`config.mk`:
```
export PLATFORM = sky130hd
export DESIGN_NAME = uart_mmio_responder
export DESIGN_NICKNAME = d
export VERILOG_FILES = /design/src/rtl/uart_mmio_pkg.sv /design/src/rtl/uart_mmio_responder_rx.sv /design/src/rtl/uart_mmio_responder.sv
export SDC_FILE = /design/constraint.sdc
export NUM_CORES = 1
export LEC_CHECK = 0
export ABC_AREA = 1
export BUFFER_PORTS_ARGS = -buffer_cell sky130_fd_sc_hd__buf_2
export CAP_MARGIN = 20
export CORE_MARGIN = 5
export CORE_UTILIZATION = 58
export CTS_CLUSTER_SIZE = 40
export DETAILED_ROUTE_END_ITERATION = 12
export GPL_TIMING_DRIVEN = 1
export HOLD_SLACK_MARGIN = 0.05
export PLACE_DENSITY = 0.95
export SYNTH_ARGS = -nofsm -noshare
export SYNTH_HDL_FRONTEND = slang
export SYNTH_SLANG_ARGS = --single-unit
```
`constraint.sdc`:
```
create_clock -name clk -period 2.8 [get_ports clk]
set_input_delay 0.56 -clock clk [delete_from_list [all_inputs] [get_ports clk]]
set_output_delay 0.56 -clock clk [all_outputs]
set_load 0.01 [all_outputs]
```
`src/rtl/uart_mmio_pkg.sv`:
```
`default_nettype none
// ---------------------------------------------------------------------------
// uart_mmio_pkg : register map, CON bit positions and engine state encodings
// Rev 1.0
// ---------------------------------------------------------------------------
package uart_mmio_pkg;

  localparam logic [31:0] TXD_OFS = 32'h0000_0000;
  localparam logic [31:0] RXD_OFS = 32'h0000_0004;
  localparam logic [31:0] CON_OFS = 32'h0000_0008;

  localparam int CON_TX_IRQ_EN  = 0;
  localparam int CON_RX_IRQ_EN  = 1;
  localparam int CON_TX_DONE    = 2;
  localparam int CON_RX_VALID   = 3;
  localparam int CON_TX_BUSY    = 4;
  localparam int CON_RX_OVERRUN = 5;
  localparam int CON_FRAME_ERR  = 6;

  typedef enum logic [1:0] {
    TX_IDLE  = 2'd0,
    TX_START = 2'd1,
    TX_DATA  = 2'd2,
    TX_STOP  = 2'd3
  } tx_state_e;

  typedef enum logic [1:0] {
    RX_IDLE  = 2'd0,
    RX_START = 2'd1,
    RX_DATA  = 2'd2,
    RX_STOP  = 2'd3
  } rx_state_e;

endpackage
`default_nettype wire

```
`src/rtl/uart_mmio_responder_rx.sv`:
```
`default_nettype none
// ---------------------------------------------------------------------------
// uart_rx_core : 8N1 receiver, synchronizer + mid-bit sampling FSM + shifter
// Rev 1.0
// ---------------------------------------------------------------------------
module uart_rx_core
  import uart_mmio_pkg::*;
#(
  parameter int CLKS_PER_BIT = 434
) (
  input  logic       clk,
  input  logic       reset,
  input  logic       rxd,
  output logic       frame_ok,
  output logic       frame_bad,
  output logic [7:0] rx_byte
);

  localparam int CNT_W = $clog2(CLKS_PER_BIT) + 1;
  localparam logic [CNT_W-1:0] BIT_LAST  = CNT_W'(CLKS_PER_BIT - 1);
  localparam logic [CNT_W-1:0] HALF_LAST = CNT_W'(CLKS_PER_BIT / 2 - 1);

  logic             sync1_q, sync2_q;
  rx_state_e        state_q, state_d;
  logic [CNT_W-1:0] cnt_q, cnt_d;
  logic [2:0]       bit_idx_q, bit_idx_d;
  logic [7:0]       shift_q, shift_d;
  logic             ok_q, ok_d;
  logic             bad_q, bad_d;

  always_comb begin
    state_d   = state_q;
    cnt_d     = cnt_q + CNT_W'(1);
    bit_idx_d = bit_idx_q;
    shift_d   = shift_q;
    ok_d      = 1'b0;
    bad_d     = 1'b0;
    case (state_q)
      RX_IDLE: begin
        cnt_d = '0;
        if (!sync2_q) state_d = RX_START;
      end
      RX_START: begin
        if (cnt_q == HALF_LAST) begin
          cnt_d     = '0;
          bit_idx_d = '0;
          state_d   = sync2_q ? RX_IDLE : RX_DATA;
        end
      end
      RX_DATA: begin
        if (cnt_q == BIT_LAST) begin
          cnt_d     = '0;
          shift_d   = {sync2_q, shift_q[7:1]};
          bit_idx_d = bit_idx_q + 3'd1;
          if (bit_idx_q == 3'd7) state_d = RX_STOP;
        end
      end
      RX_STOP: begin
        if (cnt_q == BIT_LAST) begin
          cnt_d   = '0;
          ok_d    = sync2_q;
          bad_d   = !sync2_q;
          state_d = RX_IDLE;
        end
      end
      default: state_d = RX_IDLE;
    endcase
  end

  // Synchronizer resets to the idle-high line level so reset release is not a start bit.
  always_ff @(posedge clk or negedge reset) begin
    if (!reset) begin
      sync1_q   <= 1'b1;
      sync2_q   <= 1'b1;
      state_q   <= RX_IDLE;
      cnt_q     <= '0;
      bit_idx_q <= '0;
      shift_q   <= '0;
      ok_q      <= 1'b0;
      bad_q     <= 1'b0;
    end else begin
      sync1_q   <= rxd;
      sync2_q   <= sync1_q;
      state_q   <= state_d;
      cnt_q     <= cnt_d;
      bit_idx_q <= bit_idx_d;
      shift_q   <= shift_d;
      ok_q      <= ok_d;
      bad_q     <= bad_d;
    end
  end

  assign frame_ok  = ok_q;
  assign frame_bad = bad_q;
  assign rx_byte   = shift_q;

endmodule
`default_nettype wire

```
`src/rtl/uart_mmio_responder.sv`:
```
`default_nettype none
// ---------------------------------------------------------------------------
// uart_mmio_responder : bus-mapped UART with TXD/RXD/CON registers and IRQ
// Rev 1.0
// ---------------------------------------------------------------------------
module uart_mmio_responder
  import uart_mmio_pkg::*;
#(
  parameter int          CLKS_PER_BIT = 434,
  parameter logic [31:0] BASE_ADDR    = 32'h4000_0018
) (
  input  logic        reset,
  input  logic        clk,
  input  logic        rd,
  input  logic        wr,
  input  logic [31:0] addr,
  input  logic [31:0] wdata,
  output logic [31:0] rdata,
  output logic        irqout,
  input  logic        uart_rxd,
  output logic        uart_txd
);

  localparam int CNT_W = $clog2(CLKS_PER_BIT) + 1;
  localparam logic [CNT_W-1:0] BIT_LAST = CNT_W'(CLKS_PER_BIT - 1);

  logic sel_txd, sel_rxd, sel_con;
  logic con_wr, rxd_rd, tx_busy, tx_accept, tx_finish;
  logic rx_ok, rx_bad;
  logic [7:0] rx_core_byte;
  logic [31:0] con_val;
  logic unused_wdata;

  tx_state_e        tx_state_q, tx_state_d;
  logic [CNT_W-1:0] tx_cnt_q, tx_cnt_d;
  logic [2:0]       tx_bit_q, tx_bit_d;
  logic [7:0]       tx_shift_q, tx_shift_d;
  logic [7:0]       tx_data_q, tx_data_d;
  logic             txd_q, txd_d;

  logic       tx_irq_en_q, tx_irq_en_d;
  logic       rx_irq_en_q, rx_irq_en_d;
  logic       tx_done_q, tx_done_d;
  logic       rx_valid_q, rx_valid_d;
  logic       rx_overrun_q, rx_overrun_d;
  logic       frame_err_q, frame_err_d;
  logic [7:0] rx_byte_q, rx_byte_d;

  assign sel_txd      = (addr == BASE_ADDR + TXD_OFS);
  assign sel_rxd      = (addr == BASE_ADDR + RXD_OFS);
  assign sel_con      = (addr == BASE_ADDR + CON_OFS);
  assign con_wr       = wr && sel_con;
  assign rxd_rd       = rd && sel_rxd;
  assign tx_busy      = (tx_state_q != TX_IDLE);
  assign tx_accept    = wr && sel_txd && !tx_busy;
  assign unused_wdata = ^wdata[31:7];

  uart_rx_core #(
    .CLKS_PER_BIT(CLKS_PER_BIT)
  ) u_rx (
    .clk      (clk),
    .reset    (reset),
    .rxd      (uart_rxd),
    .frame_ok (rx_ok),
    .frame_bad(rx_bad),
    .rx_byte  (rx_core_byte)
  );

  always_comb begin
    tx_state_d = tx_state_q;
    tx_cnt_d   = tx_cnt_q + CNT_W'(1);
    tx_bit_d   = tx_bit_q;
    tx_shift_d = tx_shift_q;
    tx_data_d  = tx_data_q;
    txd_d      = txd_q;
    tx_finish  = 1'b0;
    case (tx_state_q)
      TX_IDLE: begin
        tx_cnt_d = '0;
        txd_d    = 1'b1;
        if (tx_accept) begin
          tx_state_d = TX_START;
          tx_shift_d = wdata[7:0];
          tx_data_d  = wdata[7:0];
          txd_d      = 1'b0;
        end
      end
      TX_START: begin
        if (tx_cnt_q == BIT_LAST) begin
          tx_cnt_d   = '0;
          tx_bit_d   = '0;
          txd_d      = tx_shift_q[0];
          tx_state_d = TX_DATA;
        end
      end
      TX_DATA: begin
        if (tx_cnt_q == BIT_LAST) begin
          tx_cnt_d = '0;
          if (tx_bit_q == 3'd7) begin
            txd_d      = 1'b1;
            tx_state_d = TX_STOP;
          end else begin
            tx_bit_d   = tx_bit_q + 3'd1;
            tx_shift_d = {1'b0, tx_shift_q[7:1]};
            txd_d      = tx_shift_q[1];
          end
        end
      end
      TX_STOP: begin
        if (tx_cnt_q == BIT_LAST) begin
          tx_cnt_d   = '0;
          tx_state_d = TX_IDLE;
          tx_finish  = 1'b1;
        end
      end
      default: tx_state_d = TX_IDLE;
    endcase
  end

  // Sticky flags: the hardware set is applied after the write-1-clear so it wins.
  always_comb begin
    tx_irq_en_d  = tx_irq_en_q;
    rx_irq_en_d  = rx_irq_en_q;
    tx_done_d    = tx_done_q;
    rx_valid_d   = rx_valid_q;
    rx_overrun_d = rx_overrun_q;
    frame_err_d  = frame_err_q;
    rx_byte_d    = rx_byte_q;
    if (con_wr) begin
      tx_irq_en_d = wdata[CON_TX_IRQ_EN];
      rx_irq_en_d = wdata[CON_RX_IRQ_EN];
      if (wdata[CON_TX_DONE])    tx_done_d    = 1'b0;
      if (wdata[CON_RX_OVERRUN]) rx_overrun_d = 1'b0;
      if (wdata[CON_FRAME_ERR])  frame_err_d  = 1'b0;
    end
    if (rxd_rd) rx_valid_d = 1'b0;
    if (tx_finish) tx_done_d = 1'b1;
    if (rx_bad) frame_err_d = 1'b1;
    if (rx_ok) begin
      rx_byte_d  = rx_core_byte;
      rx_valid_d = 1'b1;
      if (rx_valid_q && !rxd_rd) rx_overrun_d = 1'b1;
    end
  end

  always_ff @(posedge clk or negedge reset) begin
    if (!reset) begin
      tx_state_q   <= TX_IDLE;
      tx_cnt_q     <= '0;
      tx_bit_q     <= '0;
      tx_shift_q   <= '0;
      tx_data_q    <= '0;
      txd_q        <= 1'b1;
      tx_irq_en_q  <= 1'b0;
      rx_irq_en_q  <= 1'b0;
      tx_done_q    <= 1'b0;
      rx_valid_q   <= 1'b0;
      rx_overrun_q <= 1'b0;
      frame_err_q  <= 1'b0;
      rx_byte_q    <= '0;
    end else begin
      tx_state_q   <= tx_state_d;
      tx_cnt_q     <= tx_cnt_d;
      tx_bit_q     <= tx_bit_d;
      tx_shift_q   <= tx_shift_d;
      tx_data_q    <= tx_data_d;
      txd_q        <= txd_d;
      tx_irq_en_q  <= tx_irq_en_d;
      rx_irq_en_q  <= rx_irq_en_d;
      tx_done_q    <= tx_done_d;
      rx_valid_q   <= rx_valid_d;
      rx_overrun_q <= rx_overrun_d;
      frame_err_q  <= frame_err_d;
      rx_byte_q    <= rx_byte_d;
    end
  end

  always_comb begin
    con_val                 = '0;
    con_val[CON_TX_IRQ_EN]  = tx_irq_en_q;
    con_val[CON_RX_IRQ_EN]  = rx_irq_en_q;
    con_val[CON_TX_DONE]    = tx_done_q;
    con_val[CON_RX_VALID]   = rx_valid_q;
    con_val[CON_TX_BUSY]    = tx_busy;
    con_val[CON_RX_OVERRUN] = rx_overrun_q;
    con_val[CON_FRAME_ERR]  = frame_err_q;
    rdata = '0;
    if (rd) begin
      if (sel_txd)      rdata = {24'b0, tx_data_q};
      else if (sel_rxd) rdata = {24'b0, rx_byte_q};
      else if (sel_con) rdata = con_val;
    end
  end

  assign irqout   = (tx_irq_en_q & tx_done_q) | (rx_irq_en_q & rx_valid_q);
  assign uart_txd = txd_q;

endmodule
`default_nettype wire

```
# Word-level counts from Yosys, hierarchy flattened
# Index checks and enable logic that the tools add are counted.
[totals]
register_bits = 73
input_bits = 69
output_inout_bits = 34
word_cells = 141
[op_classes]
addsub = 4
n_eq_ne = 25
muxes = 56
bitwise_logic = 3
n_reduce_logical = 32
[op_table]
columns = ["operator", "n"]
rows = [
  ["$eq A32 B31 Y1 const B", 3],
  ["$mux W8", 6],
  ["$mux W10", 3],
  ["$pmux W10 S3", 1],
  ["$mux W1", 22],
  ["$mux W2", 11],
  ["$add A10 B1 Y10 const B", 2],
  ["$eq A10 B9 Y1 const B", 2],
  ["$pmux W10 S2", 1],
  ["$reduce_bool A2 Y1", 9],
  ["$pmux W2 S4", 2],
  ["$pmux W8 S2", 1],
  ["$mux W3", 5],
  ["$ne A2 B2 Y1 const B", 7],
  ["$pmux W3 S2", 2],
  ["$eq A10 B8 Y1 const B", 1],
  ["$reduce_and A5 Y1", 2],
  ["$eq A2 B2 Y1 const B", 4],
  ["$ne A2 B1 Y1 const B", 4],
  ["$reduce_and A2 Y1", 4],
  ["$reduce_and A4 Y1", 2],
  ["$mux W7", 1],
  ["$add A3 B1 Y3 const B", 2],
  ["$eq A3 B3 Y1 const B", 2],
  ["other kinds (11)", 21],
]

# Longest topological paths before layout
# Gate-level depths: netlist of the first run.
[depth]
ltp_word = 6
mapped_depth = 10
ltp_nobuf = 10

# Hierarchy
# Synthesis of the first run repeated with hierarchy kept, for this count alone.
[hier_totals]
hier_cells = 552
area_unflattened_um2 = 4314.1
[by_module_without_submodules]
columns = ["mod", "instances", "cells_per_inst", "area_per_inst_um2", "seq_area_each_um2"]
rows = [
  ["uart_mmio_responder", 1, 389, 2949.1, 1152.4],
  ["uart_rx_core", 1, 163, 1365.1, 678.2],
]

# Worst setup path before layout of the first run
# No wires, ideal clock.
[synth_path]
path_type = "input to output"
from = "input addr[27]"
to = "output rdata[2]"
arrival_time_ns = 1.467
required_ns = 2.240
setup_slack_ns = 0.773
path_stages = 10
path_buffers = 1
cell_sequence = "nor2_1 -> nand2_1 -> inv_1 -> nand2_1 -> nor2_4 -> buf_4 -> nand3_1 -> nand3_1 -> nand2_1 -> inv_1"
[synth_via]
elab_chain_cells = 5
elab_cells_between_ends = 7
classes_between = "eq/ne (3); mux (4)"
[synth_lines]
columns = ["item", "line", "text"]
rows = [
  ["from (decl)", "uart_mmio_responder.sv:16", "input logic [31:0] addr,"],
  ["$eq A32 B31 Y1", "uart_mmio_responder.sv:51", "assign sel_con = (addr == BASE_ADDR + CON_OFS);"],
  ["$mux W7", "uart_mmio_responder.sv:191", "else if (sel_con) rdata = con_val;"],
  ["$mux W8", "uart_mmio_responder.sv:190", "else if (sel_rxd) rdata = {24'b0, rx_byte_q};"],
  ["$mux W8 *", "uart_mmio_responder.sv:189", "if (sel_txd) rdata = {24'b0, tx_data_q};"],
  ["$mux W8 *", "uart_mmio_responder.sv:188", "if (rd) begin"],
  ["to (decl)", "uart_mmio_responder.sv:18", "output logic [31:0] rdata,"],
]
# Every way passes the cells marked *; elsewhere a longest branch is shown, timed or not.

# Worst setup path in the final report of the first run
[layout_path]
from = "input addr[10]"
to = "output rdata[4]"
# Same word-level chain as after synthesis.

==> metrics.md, run 1 <==
| Metric | Value |
|---|---|
| Post-layout util | 0.653 |
| Total congestion overflow | 0 |
| Core Area | 7140 sq um |
| Post-route DRC | 0 |
| Critical path startpoint category | input pin |
| P&R area growth vs syn | 10.9% |
| Initial antenna violation count | 0 |
| Post-cts sizing count | 0 |
| Metal3 WL | 720 um |
| Finished Cell Area | 4660 sq um |
| Post-DP HPWL | 6700 um |
| Routed Antenna Nets | 0 |
| CTS tree | done |
| Fmax | 408 MHz |
| Die area | 9050 sq um |
| Commonest non-fill, non-tap cells in the layout | nand2_1, inv_1, dfrtp_1 |
| Req. time, crit path | 2.24 ns |
| Leakage power | 0.00249 uW |
| Critical Path Fanout Max | 8 |
| Vias per inst | 5.09 |
| Layout fillers | 578 |
| Max Slew Vio Count | 0 |
| Max-slew headroom | 0.550 |
| Crit path kind | in2out |
| Drt first-iter violations | 253 |
| Min cycle time layout | 2.45 ns |
| RSZ-0062 raised after global routing | false |
| Routed WL | 8910 um |
| Post-synth top flop | dfrtp_1 |
| WHS | 0.194 ns |
| Final nets | 691 |
| Hold Buf Count CTS | 0 |
| Clk sinks | 73 |
| Post-CTS Setup Repair Bufs | 0 |
| Met1 wire length | 3640 um |
| Setup TNS | 0 ns |
| Buffer depth of the longest clock path | 2 |
| Root Buffer | clkbuf_8 |
| Arr. time, crit path | 1.89 ns |
| Commonest non-fill, non-tap cell in the layout | nand2_1 |
| Number of flops mapped to enable cells by yosys | 0 |
| GR Util All Layers | 0.208 |
| Storage element area | 1830 sq um |
| Power per cell area | 445 nW/um^2 |
| N_diodes | 0 |
| Initial Util | 0.589 |
| Max-Cap Viols | 0 |
| Pre-antenna DRT Iters | 5 |
| HP Class | in2async |
| Die height | 95.1 um |
| FF+latch count, synth | 73 |
| First-pass GRT wire length | 14900 um |
| Post-synth ARST share | 1.00 |
| Share of cells above drive strength 1 | 0.174 |
| Area occupied by multi-input gates | 1930 sq um |
| Vias | 3607 |
| Chip Width | 95.1 um |
| Synthesized area | 4200 sq um |
| Final setup violation count | 0 |
| Worst setup EP type | output pin |
| DR top layer | met4 |
| Worst skew pair latency | 0.35 ns |
| Final period util | 0.875 |
| Vias in the first global route | 3538 |
| Unique cell type count in the Yosys netlist | 33 |
| Yosys synthesis warning count | 0 |
| Port Buffers | 54 |
| Routed WL per cell | 12.6 um |
| Fin Clk Skew | 0.00843 ns |
| Max VDD drop | 333 uV |
| TritonCTS Buffers | 9 |
| Status | complete, no violations |
| Clk slew on worst S/H paths | 0.08 ns |
| Routability Congestion | 0.877 |
| IO Count | 103 |
| Actual slew at the worst max-slew pin | 0.673 ns |
| FP Rows | 31 |
| H-tree depth | 3 |
| Avg Cell Area, Syn | 7.66 sq um |
| Metal2 WL | 4420 um |
| Sequential area share after synthesis | 0.435 |
| Post-DP Area | 4480 sq um |
| Largest net degree at the start of global routing | 74 |
| Post-synthesis cell count | 549 |
| Fin. Hold Viols | 0 |
[cells by family after synthesis]
family          Yosys count  share of synthesized area
compound gates           51                     0.0720
flops                    73                      0.435
fa+ha+maj                15                     0.0446
simple gates            294                      0.313
xor+xnor                  4                    0.00833
buf+inv                 111                      0.126
other cells               1                   0.000892
[metrics by stage]
step,instances,total power (uW),setup WS [ns]
2_1_floorplan,572,1250,0.773
3_3_place_gp,695,1290,0.430
3_5_place_dp,695,1300,0.361
4_1_cts,709,2090,0.351
5_1_grt,709,2160,0.219
6_report,709,2080,0.350
[layout make-up]
class,count,share of cell area
timing repair buffer,56,0.0639
clock buffer,10,0.0295
tap,99,0.0266
sequential,73,0.393
inverter,79,0.0636
clock inverter,4,0.00966
multi-input combinational,388,0.414
[worst max-delay path, stage by stage]
cell and delay, ns:
buf_2 0.10, inv_1 0.06, nand2_1 0.05, nor2_1 0.12, nand2_2 0.12, nor2_1 0.23, nand2_1 0.22, nor2_1 0.15
nor2_1 0.05, nand2_1 0.06, inv_1 0.03, buf_2 0.13
[per-layer routing]
layer | global-route usage | vias to the layer above
met5 | 0 | -
met4 | 0.0757 | 0
met3 | 0.0545 | 17
met2 | 0.371 | 153
met1 | 0.238 | 1640
li1 | - | 1797
[Yosys cell counts, types with 3 or more instances]
library cell  count  area, sq um
dfrtp_1          70         1750
nand3_2           3         30.0
nand2_1         142          533
inv_2             4         15.0
nor3_1           10         50.1
nand3_1          53          265
a21oi_1           7         35.0
nor2_1           57          214
xor2_1            3         26.3
nand2_2           5         31.3
nor2_2            5         31.3
clkbuf_1          3         11.3
nand4_1           7         43.8
buf_4            25          188
nor2_4            3         33.8
inv_1            75          282
o21ai_2           8         70.1
o21ai_0          33          165
ha_1             15          188
dfstp_2           3         78.8
[state kept, by name, indices dropped and copies added (netlist names), named ones only]
register and flops:
tx_cnt_q 10, u_rx.cnt_q 10, rx_byte_q 8, tx_data_q 8, tx_shift_q 8, u_rx.rx_byte 8
tx_bit_q 3, u_rx.bit_idx_q 3, tx_state_q 2, frame_err_q 1, rx_irq_en_q 1, rx_overrun_q 1
rx_valid_q 1, tx_done_q 1, tx_irq_en_q 1, u_rx.frame_bad 1, u_rx.frame_ok 1, u_rx.state_q 1
u_rx.sync1_q 1, u_rx.sync2_q 1, uart_txd 1
[final timing paths]
path                          startpoint             to  slack [ns]  cells after the start
max                             addr[10]       rdata[4]        0.35                     12
min                                reset  tx_shift_q[4]        0.19                      2
max reg2reg                tx_state_q[0]  tx_shift_q[5]        0.63                      9
min reg2reg                 u_rx.sync1_q   u_rx.sync2_q        0.36                      0
max in group asynchronous          reset   u_rx.sync2_q        2.21                      2
min in group clk                uart_rxd   u_rx.sync1_q        0.31                      1
[power by group]
part / internal (uW) / total (uW) / switching (uW)
sequential: 1110 / 1130 / 27.9
clock: 421 / 790 / 369
combinational: 53.9 / 152 / 97.8
No activity file was read; power rests on OpenSTA's default activity.
==> run 2: changes to the inputs <==
--- a/config.mk
+++ b/config.mk
@@ -7,14 +7,14 @@
 export LEC_CHECK = 0
 export ABC_AREA = 1
 export BUFFER_PORTS_ARGS = -buffer_cell sky130_fd_sc_hd__buf_2
-export CAP_MARGIN = 20
+export CORE_ASPECT_RATIO = 1.4
 export CORE_MARGIN = 5
-export CORE_UTILIZATION = 58
+export CORE_UTILIZATION = 54
 export CTS_CLUSTER_SIZE = 40
 export DETAILED_ROUTE_END_ITERATION = 12
 export GPL_TIMING_DRIVEN = 1
 export HOLD_SLACK_MARGIN = 0.05
-export PLACE_DENSITY = 0.95
+export PLACE_DENSITY = 0.92
 export SYNTH_ARGS = -nofsm -noshare
 export SYNTH_HDL_FRONTEND = slang
 export SYNTH_SLANG_ARGS = --single-unit
==> constraint.sdc (replaced) <==
create_clock -name clk -period 2.75 [get_ports clk]
set_input_delay 0.55 -clock clk [delete_from_list [all_inputs] [get_ports clk]]
set_output_delay 0.55 -clock clk [all_outputs]
set_load 0.01 [all_outputs]
==> run 2 against run 1 <==
  * Die area rose by 6.9%
  * Routed wire length grew 0.85%
  * Combinational power up 4%
  * Clock power increased by 8.5%
  * Utilization is 4.1 points lower
  * Sequential power barely moved
  * Setup slack lost 0.013 ns
  * Clock skew barely moved
  * Critical path type unchanged
==> metrics.md, run 2 (synthesis results as in run 1) <==
| Metric | Value |
|---|---|
| Min cycle time layout | 2.41 ns |
| Initial Util | 0.549 |
| Power per cell area | 463 nW/um^2 |
| Max-Cap Viols | 0 |
| Clk slew on worst S/H paths | 0.08 ns |
| Status | complete, no violations |
| Die height | 114 um |
| Routed WL | 8990 um |
| Port Buffers | 54 |
| Post-CTS Setup Repair Bufs | 0 |
| CP Cell Sequence | buf_2 -> inv_1 -> nand2_1 -> nor2_1 -> nand2_2 -> nor2_1 -> nand2_1 -> nor2_1 -> nor2_1 -> nand2_1 -> inv_1 -> buf_2 |
| HP Class | in2async |
| Critical path startpoint category | input pin |
| Final period util | 0.877 |
| Critical path origin | addr[9] |
| Share of cells above drive strength 1 | 0.176 |
| Routed Antenna Nets | 0 |
| Buffer depth of the longest clock path | 2 |
| Inst Count DP | 696 |
| Root Buffer | clkbuf_8 |
| Routability Congestion | 0.871 |
| Post-route DRC | 0 |
| Fmax | 414 MHz |
| CP top delay family | simple AND/OR/NAND/NOR gates |
| N_diodes | 0 |
| Number of buffers and inverters on the critical path | 4 |
| Routed WL per cell | 12.6 um |
| Vias | 3623 |
| Critical Path Most Common Cell | nor2_1 |
| Critical Path Fanout Max | 8 |
| Crit path kind | in2out |
| Commonest non-fill, non-tap cell in the layout | nand2_1 |
| Largest net degree at the start of global routing | 74 |
| Fin Clk Skew | 0.00858 ns |
| Worst reg2reg startpoint | tx_state_q[0] |
| Arr. time, crit path | 1.86 ns |
| CP max stage delay | 0.25 ns |
| First-pass GRT wire length | 15400 um |
| Pre-antenna DRT Iters | 5 |
| Req. time, crit path | 2.20 ns |
| Worst skew pair latency | 0.36 ns |
| Post-cts sizing count | 0 |
| GR Util All Layers | 0.196 |
| TritonCTS Buffers | 9 |
| RSZ-0062 raised after global routing | false |
| Max Slew Vio Count | 0 |
| Slowest CP cell | nor2_1 |
| Reg2Reg Setup Slack | 0.60 ns |
| Commonest non-fill, non-tap cells in the layout | nand2_1, inv_1, dfrtp_1 |
| Post-DP HPWL | 6710 um |
| Core Area | 7650 sq um |
| Actual slew at the worst max-slew pin | 0.676 ns |
| Layout Cells excl Fill | 712 |
| Die area | 9670 sq um |
| Final nets | 691 |
| Drt first-iter violations | 212 |
| IO Count | 103 |
| CTS tree | done |
| Largest regs | tx_cnt_q: 10 flops, u_rx.cnt_q: 10 flops |
| H-tree depth | 3 |
| Clk sinks | 73 |
| Post-layout util | 0.612 |
| Leakage power | 0.00249 uW |
| Chip Width | 84.6 um |
| Max VDD drop | 334 uV |
| Vias per inst | 5.09 |
| Initial antenna violation count | 0 |
| Final setup violation count | 0 |
| Vias in the first global route | 3529 |
| Max-slew headroom | 0.548 |
| Worst setup EP type | output pin |
| FP Rows | 38 |
| Fin. Hold Viols | 0 |
| Total congestion overflow | 0 |
| Hold Buf Count CTS | 0 |
| Setup TNS | 0 ns |
| P&R area growth vs syn | 11.5% |
-- run 2: through the flow --
step / power, uW / setup slack [ns] / hold slack, ns / area [sq um]
2_1_floorplan: 1270 / 0.743 / 0.254 / 4290
3_3_place_gp: 1320 / 0.369 / 0.347 / 4480
3_5_place_dp: 1330 / 0.327 / 0.352 / 4480
4_1_cts: 2190 / 0.317 / 0.212 / 4690
5_1_grt: 2260 / 0.162 / 0.230 / 4690
6_report: 2170 / 0.337 / 0.198 / 4690
-- run 2: layout make-up --
class / count / area, sq um
fill: 623 / 2970
multi-input combinational: 388 / 1930
sequential: 73 / 1830
timing repair buffer: 56 / 298
inverter: 79 / 297
tap: 100 / 125
clock buffer: 9 / 124
clock inverter: 7 / 80.1
-- run 2: report_power, final --
group / internal, uW / total, uW / switching (uW)
clock: 426 / 857 / 431
combinational: 54.9 / 158 / 103
sequential: 1120 / 1150 / 28.9
-- run 2: worst reg2reg max path: stages (launching register included) --
cell,delay (ns)
dfrtp_1,0.45
inv_1,0.14
ha_1,0.58
inv_1,0.13
nand2_1,0.12
nand2_1,0.09
a21oi_4,0.28
nand2_4,0.13
nand2_1,0.09
nand2_1,0.05
-- run 2: final timing paths --
kind	endpoint	cells after the start
max	rdata[6]	12
min	tx_cnt_q[4]	2
max reg2reg	tx_shift_q[0]	9
min reg2reg	u_rx.sync2_q	0
max in group asynchronous	u_rx.sync1_q	2
min in group clk	u_rx.sync1_q	1
-- run 2: metal layers --
layer / share of wire / up-vias / track usage
met5: 0 / - / 0
met4: 0.033 / 0 / 0.106
met3: 0.080 / 35 / 0.0540
met2: 0.51 / 152 / 0.350
met1: 0.38 / 1634 / 0.208
li1: - / 1802 / -
==> run 3: changes to the inputs <==
--- a/config.mk
+++ b/config.mk
@@ -7,9 +7,11 @@
 export LEC_CHECK = 0
 export ABC_AREA = 1
 export BUFFER_PORTS_ARGS = -buffer_cell sky130_fd_sc_hd__buf_2
+export CELL_PAD_IN_SITES_DETAIL_PLACEMENT = 1
+export CELL_PAD_IN_SITES_GLOBAL_PLACEMENT = 1
 export CORE_ASPECT_RATIO = 1.4
 export CORE_MARGIN = 5
-export CORE_UTILIZATION = 54
+export CORE_UTILIZATION = 39
 export CTS_CLUSTER_SIZE = 40
 export DETAILED_ROUTE_END_ITERATION = 12
 export GPL_TIMING_DRIVEN = 1
==> run 3 against run 2 <==
  * Setup slack lost 0.11 ns
  * Clock skew shrank 0.0019 ns
  * Utilization shrank 16 points
  * Combinational power is essentially flat
  * Routed wire length grew 18%
  * Sequential share of layout area shrank 0.94 points
  * Sequential power is essentially flat
  * Hold slack gained 0.039 ns
==> metrics.md, run 3 (synthesis results as in run 1) <==
| Metric | Value |
|---|---|
| Arr. time, crit path | 1.98 ns |
| Final nets | 691 |
| Reg2Reg Setup Slack | 0.56 ns |
| IO Count | 103 |
| Share of cells above drive strength 1 | 0.172 |
| Port Buffers | 54 |
| Vias per inst | 4.81 |
| N_diodes | 0 |
| Slowest CP cell | nor2_4 |
| Die area | 13000 sq um |
| Post-cts sizing count | 0 |
| Post-DP Area | 4530 sq um |
| Clk sinks | 73 |
| Routed Antenna Nets | 0 |
| HP Class | in2async |
| Worst setup EP type | output pin |
| Post-CTS Setup Repair Bufs | 0 |
| Hold Buf Count CTS | 0 |
| Critical Path Most Common Cell | nand2_1 |
| Routed WL per cell | 14.1 um |
| Cells on worst reg2reg path | 9 |
| Power per cell area | 495 nW/um^2 |
| Max-slew headroom | 0.527 |
| Root Buffer | clkbuf_16 |
| FP Rows | 45 |
| H-tree depth | 3 |
| Routability Congestion | 0.921 |
| Commonest non-fill, non-tap cells in the layout | nand2_1, inv_1, dfrtp_1 |
| Min cycle time layout | 2.53 ns |
| Routed WL | 10600 um |
| Fin. Hold Viols | 0 |
| Status | complete, no violations |
| TritonCTS Buffers | 9 |
| Leakage power | 0.00253 uW |
| Vias in the first global route | 4097 |
| Commonest non-fill, non-tap cell in the layout | nand2_1 |
| Fin Clk Skew | 0.00669 ns |
| Final setup violation count | 0 |
| Actual slew at the worst max-slew pin | 0.707 ns |
| Worst skew pair latency | 0.33 ns |
| Critical path startpoint category | input pin |
| CP max stage delay | 0.29 ns |
| Die height | 133 um |
| Vias | 3624 |
| Storage element area | 1830 sq um |
| Post-DP HPWL | 8320 um |
| Max-Cap Viols | 0 |
| Reg-to-reg endpoint | tx_shift_q[1] |
| Worst reg2reg startpoint | tx_state_q[0] |
| Chip Width | 97.7 um |
| RSZ-0062 raised after global routing | false |
| CP Cell Sequence | buf_2 -> nor2_1 -> nand2_1 -> inv_1 -> nand2_1 -> nor2_4 -> nand2_1 -> nand3_1 -> nand2_1 -> inv_1 -> buf_2 |
| Pre-antenna DRT Iters | 4 |
| Final period util | 0.919 |
| Largest net degree at the start of global routing | 74 |
| Crit path kind | in2out |
| Max Slew Vio Count | 0 |
| Finished Cell Area | 4800 sq um |
| P&R area growth vs syn | 14.2% |
| Total congestion overflow | 0 |
| Fmax | 396 MHz |
| Layout fillers | 1362 |
| WHS | 0.237 ns |
| CTS tree | done |
| Req. time, crit path | 2.20 ns |
| Initial antenna violation count | 0 |
| Core Area | 10700 sq um |
| Largest regs | tx_cnt_q: 10 flops, u_rx.cnt_q: 10 flops |
| Max VDD drop | 373 uV |
| Post-route DRC | 0 |
| Buffer depth of the longest clock path | 2 |
| Clk slew on worst S/H paths | 0.05 ns |
| Total Power | 2380 uW |
| Initial Util | 0.393 |
| First-pass GRT wire length | 18500 um |
| Drt first-iter violations | 139 |
| Critical Path Fanout Max | 13 |
| GR Util All Layers | 0.171 |
| Area occupied by multi-input gates | 1930 sq um |
| Setup TNS | 0 ns |
## run 3: changes by cell type in the layout (fill, tap and decap cells not counted), sizes merged
cell      before  now
clkinv         3    2
bufinv         1    0
inv           80   79
clkbuf         9   13
clkinvlp       2    1
## run 3: area by class of cell
type                    instances  share of cell area
flip-flops and latches         73               0.381
repair buffers                 56              0.0620
inverters                      79              0.0618
multi-input cells             388               0.402
clock buffers                  13              0.0521
clock inverters                 3             0.00365
well taps                     141              0.0367
## run 3: metal layers
layer,vias up,GRT usage,share of wire
met5,-,0,0
met2,79,0.331,0.55
met4,0,0.0654,0.021
met3,18,0.0390,0.041
met1,1739,0.176,0.38
li1,1788,-,-
## run 3: critical path, delay by kind of cell
kind / cells / cell delay, ns
and+or+nand+nor: 7 / 1.10
buffers and inverters: 4 / 0.33
## run 3: worst max path at each step
stage	cells after the start	endpoint	startpoint
after floorplan	10	rdata[2]	addr[27]
after global placement	12	rdata[3]	addr[27]
after detailed placement	11	rdata[6]	addr[25]
after CTS	11	rdata[6]	addr[25]
after global routing	12	rdata[3]	addr[25]
final	11	rdata[6]	addr[25]
## run 3: through the flow
| step | utilization | worst slack (ns) | cells |
|---|---|---|---|
| after floorplan | - | 0.743 | 572 |
| after global placement | 0.424 | 0.289 | 737 |
| after detailed placement | 0.424 | 0.228 | 737 |
| after CTS | 0.449 | 0.224 | 753 |
| after global routing | 0.449 | 0.0470 | 753 |
| final | 0.449 | 0.224 | 753 |
## run 3: where the power goes
| group | switching (uW) | internal (uW) |
|---|---|---|
| clock | 427 | 633 |
| sequential | 30.6 | 1130 |
| combinational | 103 | 54.8 |
